## config.mk

```make
export PLATFORM = sky130hd
export DESIGN_NAME = ddram_wr_arbiter_flat
export DESIGN_NICKNAME = d
export VERILOG_FILES = /design/src/rtl/ddram_wr_arbiter_if.sv /design/src/rtl/ddram_wr_arbiter.sv /design/src/flat_wrapper.sv
export SDC_FILE = /design/constraint.sdc
export NUM_CORES = 2
export LEC_CHECK = 0
export CAP_MARGIN = 10
export CORE_MARGIN = 4
export CORE_UTILIZATION = 50
export CTS_CLUSTER_DIAMETER = 100
export DETAILED_ROUTE_END_ITERATION = 10
export PLACE_DENSITY = 0.69
export SYNTH_ARGS = -nofsm -noshare
export SYNTH_HDL_FRONTEND = slang
export SYNTH_SLANG_ARGS = --single-unit
```

## constraint.sdc

```tcl
create_clock -name CLK_VIDEO -period 10.04 [get_ports CLK_VIDEO]
set_clock_uncertainty 0.1 [all_clocks]
set_input_delay 1.506 -clock CLK_VIDEO [delete_from_list [all_inputs] [get_ports CLK_VIDEO]]
set_output_delay 1.506 -clock CLK_VIDEO [all_outputs]
set_load 0.005 [all_outputs]
```

## src/rtl/ddram_wr_arbiter_if.sv

```systemverilog
// DDRAM write-channel bundle shared by the arbiter and the memory port.
// The arbiter drives commands; the memory side returns DDRAM_BUSY.
interface ddram_wr_arbiter_if #(
  parameter int AW = 29
);
  logic          DDRAM_BUSY;
  logic          DDRAM_WE;
  logic [AW-1:0] DDRAM_ADDR;
  logic [63:0]   DDRAM_DIN;
  logic [7:0]    DDRAM_BE;
  logic [7:0]    DDRAM_BURSTCNT;
  logic          DDRAM_RD;

  modport master (
    input  DDRAM_BUSY,
    output DDRAM_WE,
    output DDRAM_ADDR,
    output DDRAM_DIN,
    output DDRAM_BE,
    output DDRAM_BURSTCNT,
    output DDRAM_RD
  );

  modport slave (
    output DDRAM_BUSY,
    input  DDRAM_WE,
    input  DDRAM_ADDR,
    input  DDRAM_DIN,
    input  DDRAM_BE,
    input  DDRAM_BURSTCNT,
    input  DDRAM_RD
  );
endinterface

```

## src/rtl/ddram_wr_arbiter.sv

```systemverilog
// Two-port round-robin DDRAM write arbiter with per-port FIFOs.
// Define DDRAM_ARB_STATS_EN to build the saturating drop counters.
module ddram_wr_arbiter #(
  parameter int DEPTH_LOG2 = 4,
  parameter int AW         = 29
) (
  input  logic          CLK_VIDEO,
  input  logic          reset,
  input  logic          p0_wr,
  input  logic [AW-1:0] p0_addr,
  input  logic [63:0]   p0_data,
  input  logic [7:0]    p0_be,
  output logic          p0_full,
  input  logic          p1_wr,
  input  logic [AW-1:0] p1_addr,
  input  logic [63:0]   p1_data,
  input  logic [7:0]    p1_be,
  output logic          p1_full,
  ddram_wr_arbiter_if.master ddr,
  output logic [7:0]    p0_drops,
  output logic [7:0]    p1_drops,
  output logic          idle
);

  localparam int DEPTH = 1 << DEPTH_LOG2;
  localparam int EW    = AW + 72;

  localparam logic [0:0] S_IDLE  = 1'b0;
  localparam logic [0:0] S_ISSUE = 1'b1;

  typedef logic [DEPTH_LOG2-1:0] ptr_t;
  typedef logic [DEPTH_LOG2:0]   cnt_t;

  logic [EW-1:0] mem [2][DEPTH];
  logic [EW-1:0] din [2];
  ptr_t          wptr [2];
  ptr_t          rptr [2];
  cnt_t          cnt  [2];

  logic [1:0]    wr;
  logic [1:0]    push;
  logic [1:0]    pop;
  logic [1:0]    nonempty;
  logic [1:0]    at_full;

  logic [0:0]    state;
  logic          rr;
  logic          cur_port;
  logic          accept;
  logic          load;
  logic          favour;
  logic          sel;
  logic [EW-1:0] head;

  logic [AW-1:0] cmd_addr;
  logic [63:0]   cmd_data;
  logic [7:0]    cmd_be;

  assign wr     = {p1_wr, p0_wr};
  assign din[0] = {p0_addr, p0_data, p0_be};
  assign din[1] = {p1_addr, p1_data, p1_be};

  // Full is judged on the pre-pop count, so a push racing a pop
  // on a full FIFO is dropped.
  always_comb begin
    for (int i = 0; i < 2; i++) begin
      nonempty[i] = (cnt[i] != '0);
      at_full[i]  = (cnt[i] == cnt_t'(DEPTH));
      push[i]     = wr[i] && !at_full[i];
    end
  end

  assign accept = (state == S_ISSUE) && !ddr.DDRAM_BUSY;
  assign load   = (|nonempty) && ((state == S_IDLE) || accept);

  // On acceptance the pointer already favours the other port.
  assign favour = (state == S_IDLE) ? rr : ~cur_port;
  assign sel    = (&nonempty) ? favour : nonempty[1];
  assign head   = mem[sel][rptr[sel]];

  always_comb begin
    for (int i = 0; i < 2; i++) begin
      pop[i] = load && (sel == 1'(i));
    end
  end

  always_ff @(posedge CLK_VIDEO) begin
    for (int i = 0; i < 2; i++) begin
      if (push[i]) begin
        mem[i][wptr[i]] <= din[i];
      end
    end
  end

  always_ff @(posedge CLK_VIDEO) begin
    if (reset) begin
      for (int i = 0; i < 2; i++) begin
        wptr[i] <= '0;
        rptr[i] <= '0;
        cnt[i]  <= '0;
      end
    end else begin
      for (int i = 0; i < 2; i++) begin
        if (push[i]) begin
          wptr[i] <= wptr[i] + ptr_t'(1);
        end
        if (pop[i]) begin
          rptr[i] <= rptr[i] + ptr_t'(1);
        end
        case ({push[i], pop[i]})
          2'b10:   cnt[i] <= cnt[i] + cnt_t'(1);
          2'b01:   cnt[i] <= cnt[i] - cnt_t'(1);
          default: cnt[i] <= cnt[i];
        endcase
      end
    end
  end

  always_ff @(posedge CLK_VIDEO) begin
    if (reset) begin
      state    <= S_IDLE;
      rr       <= 1'b0;
      cur_port <= 1'b0;
      cmd_addr <= '0;
      cmd_data <= '0;
      cmd_be   <= '0;
    end else begin
      if (accept) begin
        rr <= ~cur_port;
      end
      if (load) begin
        state    <= S_ISSUE;
        cur_port <= sel;
        {cmd_addr, cmd_data, cmd_be} <= head;
      end else if (accept) begin
        state <= S_IDLE;
      end
    end
  end

  assign ddr.DDRAM_WE       = (state == S_ISSUE);
  assign ddr.DDRAM_ADDR     = cmd_addr;
  assign ddr.DDRAM_DIN      = cmd_data;
  assign ddr.DDRAM_BE       = cmd_be;
  assign ddr.DDRAM_BURSTCNT = 8'd1;
  assign ddr.DDRAM_RD       = 1'b0;

  assign p0_full = at_full[0];
  assign p1_full = at_full[1];
  assign idle    = !(|nonempty) && (state == S_IDLE);

`ifdef DDRAM_ARB_STATS_EN
  logic [7:0] drops [2];

  always_ff @(posedge CLK_VIDEO) begin
    if (reset) begin
      drops[0] <= '0;
      drops[1] <= '0;
    end else begin
      for (int i = 0; i < 2; i++) begin
        if (wr[i] && at_full[i] && (drops[i] != 8'hFF)) begin
          drops[i] <= drops[i] + 8'd1;
        end
      end
    end
  end

  assign p0_drops = drops[0];
  assign p1_drops = drops[1];
`else
  assign p0_drops = 8'd0;
  assign p1_drops = 8'd0;
`endif

endmodule

```

## src/flat_wrapper.sv

```systemverilog
// flat-port wrapper written by rule: the top's interface ports become plain ports
module ddram_wr_arbiter_flat 
#(
  parameter int DEPTH_LOG2 = 4,
  parameter int AW         = 29
)
  (CLK_VIDEO, reset, p0_wr, p0_addr, p0_data, p0_be, p0_full, p1_wr, p1_addr, p1_data, p1_be, p1_full, p0_drops, p1_drops, idle, ddr_DDRAM_BUSY, ddr_DDRAM_WE, ddr_DDRAM_ADDR, ddr_DDRAM_DIN, ddr_DDRAM_BE, ddr_DDRAM_BURSTCNT, ddr_DDRAM_RD);
  ddram_wr_arbiter_if #(.AW(AW)) ddr_i ();
  input  logic CLK_VIDEO;
  input  logic reset;
  input  logic p0_wr;
  input  logic [AW-1:0] p0_addr;
  input  logic [63:0] p0_data;
  input  logic [7:0] p0_be;
  output logic p0_full;
  input  logic p1_wr;
  input  logic [AW-1:0] p1_addr;
  input  logic [63:0] p1_data;
  input  logic [7:0] p1_be;
  output logic p1_full;
  output logic [7:0] p0_drops;
  output logic [7:0] p1_drops;
  output logic idle;
  input wire logic [$bits(ddr_i.DDRAM_BUSY)-1:0] ddr_DDRAM_BUSY;
  output wire logic [$bits(ddr_i.DDRAM_WE)-1:0] ddr_DDRAM_WE;
  output wire logic [$bits(ddr_i.DDRAM_ADDR)-1:0] ddr_DDRAM_ADDR;
  output wire logic [$bits(ddr_i.DDRAM_DIN)-1:0] ddr_DDRAM_DIN;
  output wire logic [$bits(ddr_i.DDRAM_BE)-1:0] ddr_DDRAM_BE;
  output wire logic [$bits(ddr_i.DDRAM_BURSTCNT)-1:0] ddr_DDRAM_BURSTCNT;
  output wire logic [$bits(ddr_i.DDRAM_RD)-1:0] ddr_DDRAM_RD;
  assign ddr_i.DDRAM_BUSY = ddr_DDRAM_BUSY;
  assign ddr_DDRAM_WE = ddr_i.DDRAM_WE;
  assign ddr_DDRAM_ADDR = ddr_i.DDRAM_ADDR;
  assign ddr_DDRAM_DIN = ddr_i.DDRAM_DIN;
  assign ddr_DDRAM_BE = ddr_i.DDRAM_BE;
  assign ddr_DDRAM_BURSTCNT = ddr_i.DDRAM_BURSTCNT;
  assign ddr_DDRAM_RD = ddr_i.DDRAM_RD;
  ddram_wr_arbiter #(.DEPTH_LOG2(DEPTH_LOG2), .AW(AW)) u_core (.CLK_VIDEO(CLK_VIDEO), .reset(reset), .p0_wr(p0_wr), .p0_addr(p0_addr), .p0_data(p0_data), .p0_be(p0_be), .p0_full(p0_full), .p1_wr(p1_wr), .p1_addr(p1_addr), .p1_data(p1_data), .p1_be(p1_be), .p1_full(p1_full), .ddr(ddr_i), .p0_drops(p0_drops), .p1_drops(p1_drops), .idle(idle));
endmodule
```

== After elaboration in Yosys (flattened, before gate mapping) ==
Memory sizes are Yosys's and may differ from the RTL's.
Cells that the tools add are included.
Word-level totals
  flip-flop bits (word level): 104
  RAM bits: 3258
  bits of input ports: 207
  output and inout bits: 130
  word-level logic and storage cells: 121
  memories kept: 4
Memory list
  u_core.mem: depth 2, width 1616, read ports 1, clocked after Yosys merged registers in 0, wr ports 2, RTL line ddram_wr_arbiter.sv:34  | logic [EW-1:0] mem [2][DEPTH];
  u_core.cnt: depth 2, width 5, read ports 2, clocked after Yosys merged registers in 0, wr ports 2, RTL line ddram_wr_arbiter.sv:38  | cnt_t cnt [2];
  u_core.rptr: depth 2, width 4, read ports 3, clocked after Yosys merged registers in 0, wr ports 2, RTL line ddram_wr_arbiter.sv:37  | ptr_t rptr [2];
  u_core.wptr: depth 2, width 4, read ports 2, clocked after Yosys merged registers in 0, wr ports 2, RTL line ddram_wr_arbiter.sv:36  | ptr_t wptr [2];
Cells by class
  $add $sub $neg: 8
  magnitude comparators: 5
  equal/unequal tests: 6
  muxes and demuxes: 55
  bitwise operators: 16
  reduce and logical (&&, ||, !) cells: 21
Operator list (number)
  2-to-1 mux 1616 bit: 2
  demux 101 bit (select 4 bit): 2
  binary-select mux 101 bit (select 4 bit): 1
  2-to-1 mux 101 bit: 4
  2-to-1 mux 1 bit: 36
  2-to-1 mux 5 bit: 6
  adder 4 x 1 -> 4 bit, second input constant: 4
  2-to-1 mux 4 bit: 4
  greater-or-equal comparator 5 bit, second input constant: 3
  inverter 4 -> 5 bit: 3
  adder 5 x 1 -> 5 bit, second input constant: 2
  == test 5 bit, second input constant: 2
  < comparator 5 x 1 -> 1 bit, second input constant: 2
  bitwise OR 1 bit: 10
  nonzero test 5 bit: 2
  subtractor 5 x 1 -> 5 bit, second input constant: 2
  logical AND 1 bit: 9
  OR reduction 2 bit: 3
  == test 2 x 1 -> 1 bit, second input constant: 2
  == test 2 bit, second input constant: 2
  logical NOT 1 bit: 4
  inverter 1 bit: 3
  AND reduction 2 bit: 1
  nonzero test 2 bit: 1
  logical OR 1 bit: 1

== Logic depth before layout (Yosys ltp) ==
An unclocked memory read counts as a cell.
  depth after elaboration: 13
  depth in mapped cells: 17
  mapped depth without buffers: 13

== Worst setup path before layout ==
OpenSTA, ideal clock, no wires.
  path type: input to register
  from: input p0_wr
  to: memory u_core.mem[0][1212] in the netlist's numbering (enable)
  setup time: 684 ps
  arrival time: 8645 ps
  data required time: 9256 ps
  setup slack: 610 ps
  stages: 4
  path through: nand2_1 inv_1 nand2_1 nor3_1
RTL lines
  from (decl): RTL line flat_wrapper.sv:11  | input logic p0_wr;
  to (decl): RTL line ddram_wr_arbiter.sv:34

==> impl_metrics.py <==
metrics = {
    "logic_synthesis": {
        "synth_cell_types": 63,
        "synth_cells": 8286,
        "ys_warn_count": 0,
        "netlist_area_um2": 133300,
        "avgSynthCellArea_um2": 16.08,
        "yosysSeqAreaShare_pct": 74.98,
        "synth_edf_count": 3258,
        "synthArstFlopShare_pct": 0,
        "yosys_register_bits": 3362,
        "synth_flop_cell": "edfxtp_1",
    },
    "timing": {
        "fmax_mhz": 185.2,
        "slew-limit-headroom_pct": 13.06,
        "hold_violations": 0,
        "layout_setup_ws_ns": 4.642,
        "tightest_slew_ns": 1.271,
        "rsz0062_at_grt": "no",
        "finalCritPeriodShare_pct": 53.77,
        "finalSetupTns_ns": 0,
        "setup_violations": 0,
        "finalCriticalPeriod_ns": 5.398,
        "maxSlewViolCount": 0,
    },
    "die": {
        "design.core.area_um2": 265300,
        "fp.dieH_um": 524.3,
        "die_area_um2": 274900,
        "io_pins": 337,
        "initial_core_util_pct": 50.23,
        "rows": 189,
        "fp.dieW_um": 524.3,
    },
    "critical_path": {
        "critical_path_peak_fanout": 151,
        "critical-path-slowest-cell": "buf_4",
        "critical_path_class": "reg -> reg",
        "end_kind": "register",
        "worstPathCellList": "inv_1 -> ha_1 -> nor4b_4 -> a21oi_2 -> a2111oi_4 -> buf_12 -> buf_4 -> a211oi_1 -> o32ai_1 -> a2111oi_2",
        "crit_required_ns": 10.61,
        "arrival_ns": 5.97,
        "start_kind": "register",
        "slowest_delay_ns": 0.88,
    },
    "clock_network": {
        "clk_path_buf_depth": 4,
        "clock_latency_ns": 0.88,
        "clockRootBuffer": "clkbuf_16",
        "cts_tree": "built",
        "cts.sinks": 3362,
        "clk_pin_slew_worst_paths_ns": 0.06,
        "cts_setup_buffers": 0,
        "ctsResizeCount": 0,
        "hold_buffers": 0,
        "htreeDepth": 5,
        "cts_made_buffers": 340,
    },
    "place": {
        "io_buffers": 311,
        "pre_cts_slack_ns": 4.108,
        "dpl.cell_count": 11640,
        "placed_area_um2": 139900,
        "place_congestion": 0.7901,
        "hpwl_mm": 197.6,
    },
    "power_and_ir_drop": {
        "vdd_ir_drop_max_uv": 391.7,
        "power_leakage_nw": 47.09,
        "power.density_nw_per_um2": 272.2,
        "total_power_mw": 41.02,
    },
    "drt": {
        "drcViolationCount": 0,
        "dr.first_iter.drc_count": 10530,
        "wl_per_cell_um": 33.17,
        "drtPass1Iterations": 6,
        "ant_nets": 0,
        "drt_wl_total_mm": 408.1,
        "num_vias": 81170,
        "vias_per_cell": 6.598,
    },
    "final_layout": {
        "syn_to_final_growth_pct": 13.10,
        "final_area_um2": 150700,
        "final_cell_count_no_fill": 12300,
        "final_cell_mix": "edfxtp_1, a211oi_1, mux2i_1",
        "final_nets": 8676,
        "layout_commonest_cell": "edfxtp_1",
        "drive_gt1_share_pct": 9.788,
    },
    "hold_path": {
        "min_path_type": "reg -> reg",
    },
    "grt": {
        "antenna_found_initial": 64,
        "grt_pass1_vias": 78740,
        "grt_remaining_overflow": 0,
        "grt_pass1_wl_mm": 573.1,
        "track_usage_pct": 28.84,
        "grt_max_degree": 161,
    },
    "outcome": {
        "status": "complete, no violations",
    },
    "flow_run": {
        "maxCapViolCount": 0,
    },
}
state kept, by name (all words and copies together) (netlist names):
| register | flops |
|---|---|
| u_core.cnt | 10 |
| u_core.ddr.DDRAM_BE | 8 |
| u_core.mem | 3232 |
| u_core.ddr.DDRAM_WE | 1 |
| u_core.ddr.DDRAM_DIN | 64 |
| u_core.wptr | 8 |
| u_core.rptr | 8 |
| u_core.ddr.DDRAM_ADDR | 29 |
| u_core.cur_port | 1 |
| u_core.rr | 1 |
critical path: cells and delay by family, from the launching register on:
family	cells	cell delay, ns
buffers and inverters	3	1.73
AO/OA/AOI/OAI	5	1.84
AND/OR/NAND/NOR	1	0.54
flip-flops	1	0.44
adder cells (fa/ha/maj)	1	0.21
report_power, final:
part / internal (mW) / switching (mW)
Sequential: 16.2 / 0.490
Combinational: 3.57 / 8.46
Clock: 7.11 / 5.21
Total: 26.9 / 14.2
final cells by class:
class | count | area (µm²)
Clock buffer | 479 | 9529
Fill cell | 19980 | 114600
Timing Repair Buffer | 463 | 4617
Clock inverter | 137 | 1231
Tap cell | 3533 | 4420
Multi-Input combinational cell | 4263 | 30800
Antenna cell | 44 | 110.1
Sequential cell | 3362 | 99920
Inverter | 21 | 98.84
routing by layer:
| layer | track usage, % | wire, µm | part of all wire (%) | vias up |
|---|---|---|---|---|
| met4 | 12.25 | 17870 | 4.4 | 26 |
| met5 | 0 | 155 | 0.038 | - |
| met2 | 46.17 | 192100 | 47 | 5246 |
| met1 | 38.99 | 154300 | 38 | 41510 |
| li1 | - | - | - | 33450 |
| met3 | 5.394 | 43600 | 11 | 944 |
cell families (layout without fill, tap and decap cells):
logic type                 after synthesis  in the layout  synth area share, %
other                                    2             69             0.005635
AOI/OAI and AO/OA                     1845           1845                10.33
DFF                                   3362           3362                74.98
muxes                                  818            818                6.249
and+or+nand+nor                       1543           1543                5.997
adders and majority gates               18             18               0.1690
xor gates and xnor gates                14             14              0.09201
buffers and inverters                  684           1100                2.178
final timing paths:
path / from / end / slack (ns) / cells after the start
setup / recovery: u_core.cnt[1][1] / u_core.ddr.DDRAM_ADDR[15] / 4.64 / 10
hold reg to reg: u_core.rr / u_core.rr / 0.41 / 2
setup reg to reg: u_core.cnt[1][1] / u_core.ddr.DDRAM_ADDR[15] / 4.64 / 10
hold / removal: u_core.rr / u_core.rr / 0.41 / 2
per-stage QoR:
stage	util [%]	hold WS (ns)
after global routing	56.79	0.4255
after CTS	56.77	0.4079
after detailed placement	52.71	0.3928
after global placement	52.71	0.3906
after floorplan	-	0.3476
final	56.81	0.4098
synth_stat cells, drive strengths merged (18+ instances only):
cell type	instances	share of area, %
edfxtp	3258	73
a211oi	1007	5.7
mux2i	716	5.4
nor3	509	1.9
nor2b	505	2.4
clkbuf	489	1.4
nand2	338	0.96
o21ai	210	0.79
a21oi	208	0.78
a2111oi	202	1.7
buf	174	0.74
nand3	110	0.41
dfxtp	104	1.6
mux2	102	0.86
o31ai	101	0.57
o32ai	100	0.66
nor2	44	0.13
inv	21	0.059
and2	18	0.085
ha	18	0.17
Power figures use the tool's default switching activity.
